==> src/rtl/mips_trace_buffer.sv <==
// Write-event trace recorder for the multicycle MIPS core, drained over a valid/ready port.
// Optional feature: define TRACE_TIMESTAMP_EN to stamp each entry with a 16-bit cycle count.
module mips_trace_buffer #(
   parameter int DEPTH   = 16,
   parameter int ADDR_W  = 4,
   parameter int ENTRY_W =
`ifdef TRACE_TIMESTAMP_EN
      114
`else
      98
`endif
) (
   input  logic               Clk,
   input  logic               reset,
   input  logic               arm,
   input  logic               disarm,
   input  logic               trig_en,
   input  logic [31:0]        trig_pc,
   input  logic               wrap_mode,
   input  logic [31:0]        PC,
   input  logic               RegWrite,
   input  logic [4:0]         WriteRegister,
   input  logic [31:0]        WriteDataReg,
   input  logic               wr,
   input  logic [31:0]        Address,
   input  logic [31:0]        WriteDataMem,
   output logic               rd_valid,
   input  logic               rd_ready,
   output logic [ENTRY_W-1:0] rd_data,
   output logic [ADDR_W:0]    count,
   output logic               full,
   output logic [1:0]         state,
   output logic [7:0]         drop_cnt
);

   typedef enum logic [1:0] {
      IDLE    = 2'b00,
      ARMED   = 2'b01,
      CAPTURE = 2'b10,
      FROZEN  = 2'b11
   } state_t;

   localparam logic [ADDR_W:0] FULL_CNT = (ADDR_W+1)'(DEPTH);
   localparam logic [ADDR_W:0] ONE_CNT  = (ADDR_W+1)'(1);

   state_t              state_q;
   logic [ENTRY_W-1:0]  mem [DEPTH];
   logic [ADDR_W-1:0]   wr_ptr;
   logic [ADDR_W-1:0]   rd_ptr;

   logic                trig_hit;
   logic                capture_win;
   logic                any_ev;
   logic                is_full;
   logic                do_pop;
   logic                do_push;
   logic                do_over;
   logic                arm_go;
   logic [1:0]          drop_inc;
   logic [8:0]          drop_sum;
   logic [ADDR_W:0]     count_next;
   logic [1:0]          ev_kind;
   logic [31:0]         ev_addr;
   logic [31:0]         ev_data;
   logic [ENTRY_W-1:0]  entry_new;

`ifdef TRACE_TIMESTAMP_EN
   logic [15:0]         ts;
`endif

   assign state    = state_q;
   assign rd_valid = (count != '0);
   assign full     = is_full;
   assign rd_data  = mem[rd_ptr];

   // A full FIFO accepts a push only if the head leaves in the same cycle; otherwise the
   // event either overwrites the oldest entry (wrap) or is lost.
   always_comb begin
      trig_hit    = (state_q == ARMED) && (PC == trig_pc);
      capture_win = !disarm && ((state_q == CAPTURE) || trig_hit);
      any_ev      = wr | RegWrite;
      is_full     = (count == FULL_CNT);
      do_pop      = rd_valid && rd_ready;
      do_push     = capture_win && any_ev && (!is_full || do_pop);
      do_over     = capture_win && any_ev && is_full && !do_pop && wrap_mode;
      arm_go      = arm && !disarm && ((state_q == IDLE) || (state_q == FROZEN));

      drop_inc = 2'd0;
      if (capture_win) begin
         drop_inc = {1'b0, wr & RegWrite} + {1'b0, any_ev && is_full && !do_pop};
      end else if ((state_q == FROZEN) && !disarm) begin
         drop_inc = {1'b0, wr} + {1'b0, RegWrite};
      end
      drop_sum = {1'b0, drop_cnt} + {7'b0, drop_inc};

      count_next = count;
      if (do_push && !do_pop) begin
         count_next = count + ONE_CNT;
      end else if (!do_push && do_pop) begin
         count_next = count - ONE_CNT;
      end

      if (wr) begin
         ev_kind = 2'b10;
         ev_addr = Address;
         ev_data = WriteDataMem;
      end else begin
         ev_kind = 2'b01;
         ev_addr = {27'b0, WriteRegister};
         ev_data = WriteDataReg;
      end

`ifdef TRACE_TIMESTAMP_EN
      entry_new = {ts, ev_kind, PC, ev_addr, ev_data};
`else
      entry_new = {ev_kind, PC, ev_addr, ev_data};
`endif
   end

   always_ff @(posedge Clk) begin
      if (reset && (do_push || do_over)) begin
         mem[wr_ptr] <= entry_new;
      end
   end

   // Control FSM plus pointer/occupancy bookkeeping; an accepted arm flushes everything.
   always_ff @(posedge Clk) begin
      if (!reset) begin
         state_q  <= IDLE;
         wr_ptr   <= '0;
         rd_ptr   <= '0;
         count    <= '0;
         drop_cnt <= 8'd0;
`ifdef TRACE_TIMESTAMP_EN
         ts       <= 16'd0;
`endif
      end else if (arm_go) begin
         state_q  <= trig_en ? ARMED : CAPTURE;
         wr_ptr   <= '0;
         rd_ptr   <= '0;
         count    <= '0;
         drop_cnt <= 8'd0;
`ifdef TRACE_TIMESTAMP_EN
         ts       <= 16'd0;
`endif
      end else begin
`ifdef TRACE_TIMESTAMP_EN
         ts <= ts + 16'd1;
`endif
         if (do_push || do_over) begin
            wr_ptr <= wr_ptr + 1'b1;
         end
         if (do_pop || do_over) begin
            rd_ptr <= rd_ptr + 1'b1;
         end
         count    <= count_next;
         drop_cnt <= drop_sum[8] ? 8'hFF : drop_sum[7:0];

         if (disarm) begin
            state_q <= IDLE;
         end else if (capture_win && !wrap_mode && (count_next == FULL_CNT)) begin
            state_q <= FROZEN;
         end else if (trig_hit) begin
            state_q <= CAPTURE;
         end
      end
   end

endmodule

==> config.mk <==
export PLATFORM = sky130hd
export DESIGN_NAME = mips_trace_buffer
export DESIGN_NICKNAME = d
export VERILOG_FILES = /design/src/rtl/mips_trace_buffer.sv
export SDC_FILE = /design/constraint.sdc
export NUM_CORES = 1
export LEC_CHECK = 0
export CORE_AREA = 10 10 348 350
export CTS_CLUSTER_DIAMETER = 120
export DETAILED_ROUTE_END_ITERATION = 16
export DIE_AREA = 0 0 358 360
export PLACE_DENSITY_LB_ADDON = 0.12
export SKIP_LAST_GASP = 1
export SYNTH_ARGS = -nofsm -noshare
export SYNTH_HDL_FRONTEND = slang
export SYNTH_SLANG_ARGS = --single-unit
==> constraint.sdc <==
create_clock -name Clk -period 6.53 [get_ports Clk]
set_input_delay 0.653 -clock Clk [delete_from_list [all_inputs] [get_ports Clk]]
set_output_delay 0.653 -clock Clk [all_outputs]
set_load 0.01 [all_outputs]
==> impl_metrics.py <==
metrics = {
    "synthesis": {
        "syn_nets": 2675,
        "synth_compound_gate_area_share": 0.004637,
        "synthTopCellsByArea": "edfxtp_1 (77%), mux4_2 (18%), dfxtp_1 (0.88%), mux2_2 (0.68%), xnor2_1 (0.47%)",
        "yosysTopAreaCellShare": 0.7687,
        "synth.cell_area_um2": 61250,
        "syn_avg_cell_area_um2": 24.65,
        "muxShareOfSynthArea": 0.1875,
        "yosysWarnings": 0,
        "synth-seq-area-share": 0.7775,
        "synth_top_family_by_area": "multiplexers",
        "synthAdderAreaFrac": 0.003391,
        "synth_simple_gate_area_frac": 0.01221,
        "postSynthCellCount": 2485,
        "synthXorXnorAreaFrac": 0.006005,
        "ys_ff_latch": 1595,
        "async_flop_share": 0,
        "synth_edf_count": 1568,
        "yosysTopAreaCell": "edfxtp_1",
        "synth-main-ff-cell": "edfxtp_1",
        "synth_cell_types": 53,
    },
    "pwr": {
        "p_leak_nw": 21.41,
        "p_total_mw": 23.31,
        "max-vdd-ir-drop_v": 0.0002441,
        "power_density_nw_per_um2": 325.4,
    },
    "drt": {
        "dr.pass1.iters": 5,
        "num_vias": 27923,
        "ant_nets": 0,
        "routedWlPerCell_um": 30.26,
        "vias_per_cell": 6.179,
        "drc": 0,
        "drtIter0Drc": 2777,
        "drt_wl_total_um": 136800,
    },
    "timing": {
        "slew_headroom": 0.3390,
        "worst_pin_slew_ns": 0.9914,
        "fin_ws_ns": 1.640,
        "fmax_mhz": 204.5,
        "rsz0062_at_grt": "no",
        "fin_crit_sh": 0.7488,
        "min_period_ns": 4.890,
        "setup_viol": 0,
        "holdWs_ns": 0.5361,
        "slew_violations": 0,
        "hold_viol": 0,
        "clock_skew_ns": 0.03033,
    },
    "clocking": {
        "clock-sinks": 1595,
        "post_cts_buffers": 0,
        "cts_hold_buf": 0,
        "cts_max_level": 4,
        "cts_tree": "built",
        "clk_latency_ns": 0.76,
        "clockRootBuffer": "clkbuf_16",
        "cts_inserted_buffers": 159,
        "cts_buffer_depth": 3,
        "cts_resized": 0,
        "clk_pin_slew_ns": 0.06,
    },
    "cells_and_area": {
        "drive_gt1_frac": 0.2786,
        "final_net_count": 3064,
        "final_cell_mix": "edfxtp_1 (1568), mux4_2 (490), clkdlybuf4s50_1 (287)",
        "final_common_cell": "edfxtp_1",
        "area_delta_synth_final_pct": 16.92,
        "num-fill-cells": 7565,
    },
    "min_path": {
        "hp-class": "reg -> reg",
        "hold_start": "rd_ptr[3]",
        "min_path_cells": 2,
        "hold_end": "rd_ptr[3]",
    },
    "setup_path": {
        "cp-start-kind": "input port",
        "worstRegToRegCells": 7,
        "cp.arrival_ns": 5.26,
        "path_class": "in -> reg",
        "critPathMaxStageDelay_ns": 0.73,
        "worstPathMaxFanout": 33,
        "required_ns": 6.90,
        "r2r_start": "state[0]",
        "path_cells": "clkdlybuf4s50_1 > xnor2_1 > nand4_1 > nor4_4 > nand4_2 > a21oi_4 > nand2_1 > nor2_4 > buf_4",
        "rrSetupSlack_ns": 3.10,
        "r2r-end": "mem[7][66]",
        "cp_slowest_cell": "nor4_4",
        "crit_path_end_kind": "register",
    },
    "placement": {
        "io_buffers": 288,
        "gp_congestion": 0.7889,
        "hpwl_um": 73680,
        "place_ws_ns": 0.9796,
    },
    "die": {
        "std_cell_rows": 124,
        "start_util": 0.5379,
        "die_x_um": 358,
        "die_y_um": 360,
        "dieArea_um2": 128900,
        "core_area_um2": 113900,
        "io_pins": 289,
    },
    "global_route": {
        "antenna_found_initial": 2,
        "grt_max_degree": 129,
        "grt_pass1_wl_um": 203800,
        "grt_usage": 0.2152,
        "overflow": 0,
        "first_global_vias": 29999,
    },
    "status": {
        "outcome": "complete, no violations",
    },
    "run": {
        "drv_cap": 0,
    },
}
state kept, by name (all words and copies together), names as in the netlist, named ones only:
register  flops
count         5
drop_cnt      8
mem        1568
rd_ptr        4
state         2
wr_ptr        4
Yosys cell counts (2+ instances only):
master,number
mux4_2,490
nor3_2,2
nand4_1,8
nor4_1,2
nor3_1,7
a31oi_1,5
nand3_1,15
o21a_1,2
xnor2_1,33
a21oi_1,11
nand3b_1,3
nand2_1,14
and2_1,28
o2111ai_1,2
clkbuf_1,74
and3_1,3
mux2_2,37
nor2b_1,2
inv_1,10
nand2b_1,5
xor2_1,9
a211oi_1,2
o21ai_0,4
buf_2,41
mux2i_1,3
nor2_1,35
dfxtp_1,27
buf_1,5
ha_1,15
edfxtp_1,1568
stage by stage:
stage / cells / TNS [ns] / cell area [um^2] / utilization
floorplan: 2485 / -698.89 / 61260 / -
global placement: 4225 / 0 / 66550 / 0.5844
detailed placement: 4225 / 0 / 66550 / 0.5844
CTS: 4516 / 0 / 71610 / 0.6288
global route: 4516 / 0 / 71610 / 0.6288
finish: 4519 / 0 / 71620 / 0.6289
kinds of logic (layout without fill, tap and decap cells):
kind of cell / after synthesis / count (layout)
buffers and inverters: 130 / 649
adders and majority gates: 16 / 16
AOI/OAI and AO/OA: 37 / 37
DFF: 1595 / 1595
muxes: 530 / 530
other: 0 / 3
xor gates and xnor gates: 42 / 42
and+or+nand+nor: 135 / 135
area by class of cell:
| cell class | instances | area, um^2 | share of cell area |
|---|---|---|---|
| multi-input combinational | 760 | 13210 | 0.1845 |
| clock inverter | 93 | 863.3 | 0.01205 |
| timing repair buffer | 348 | 3769 | 0.05262 |
| tap | 1512 | 1892 | 0.02642 |
| sequential | 1595 | 47640 | 0.6652 |
| antenna | 3 | 7.507 | 0.0001048 |
| inverter | 10 | 37.54 | 0.0005241 |
| clock buffer | 198 | 4199 | 0.05863 |
power breakdown:
| group | switching (mW) | internal, mW |
|---|---|---|
| clock network | 3.74 | 5.09 |
| registers | 0.0897 | 11.3 |
| logic | 1.38 | 1.71 |
worst max-delay path, delay by kind of cell:
| kind | cells | cell delay [ns] |
|---|---|---|
| AO/OA/AOI/OAI | 1 | 0.42 |
| AND/OR/NAND/NOR | 5 | 2.15 |
| XOR/XNOR | 1 | 0.66 |
| buffers and inverters | 2 | 1.28 |
worst max path at each step:
| stage | from | to | slack [ns] | cells past startpoint |
|---|---|---|---|---|
| after global routing | PC[25] | mem[5][33] | 1.54 | 9 |
| final | PC[25] | mem[7][66] | 1.64 | 9 |
| after detailed placement | PC[25] | mem[5][46] | 0.98 | 9 |
| after global placement | PC[25] | mem[4][55] | 1.19 | 9 |
| after CTS | PC[25] | mem[5][33] | 1.77 | 9 |
| after floorplan | wr | mem[7][0] | -0.54 | 9 |
metal layers:
metal  global-route usage  share of wire  up-vias
li1                     -              -    11535
met1               0.3093           0.42    15218
met2               0.3463           0.50     1032
met3              0.03820          0.068      138
met4              0.04941          0.014        0
met5                    0              0        -
Note: power is estimated with default switching activity, not from simulation.
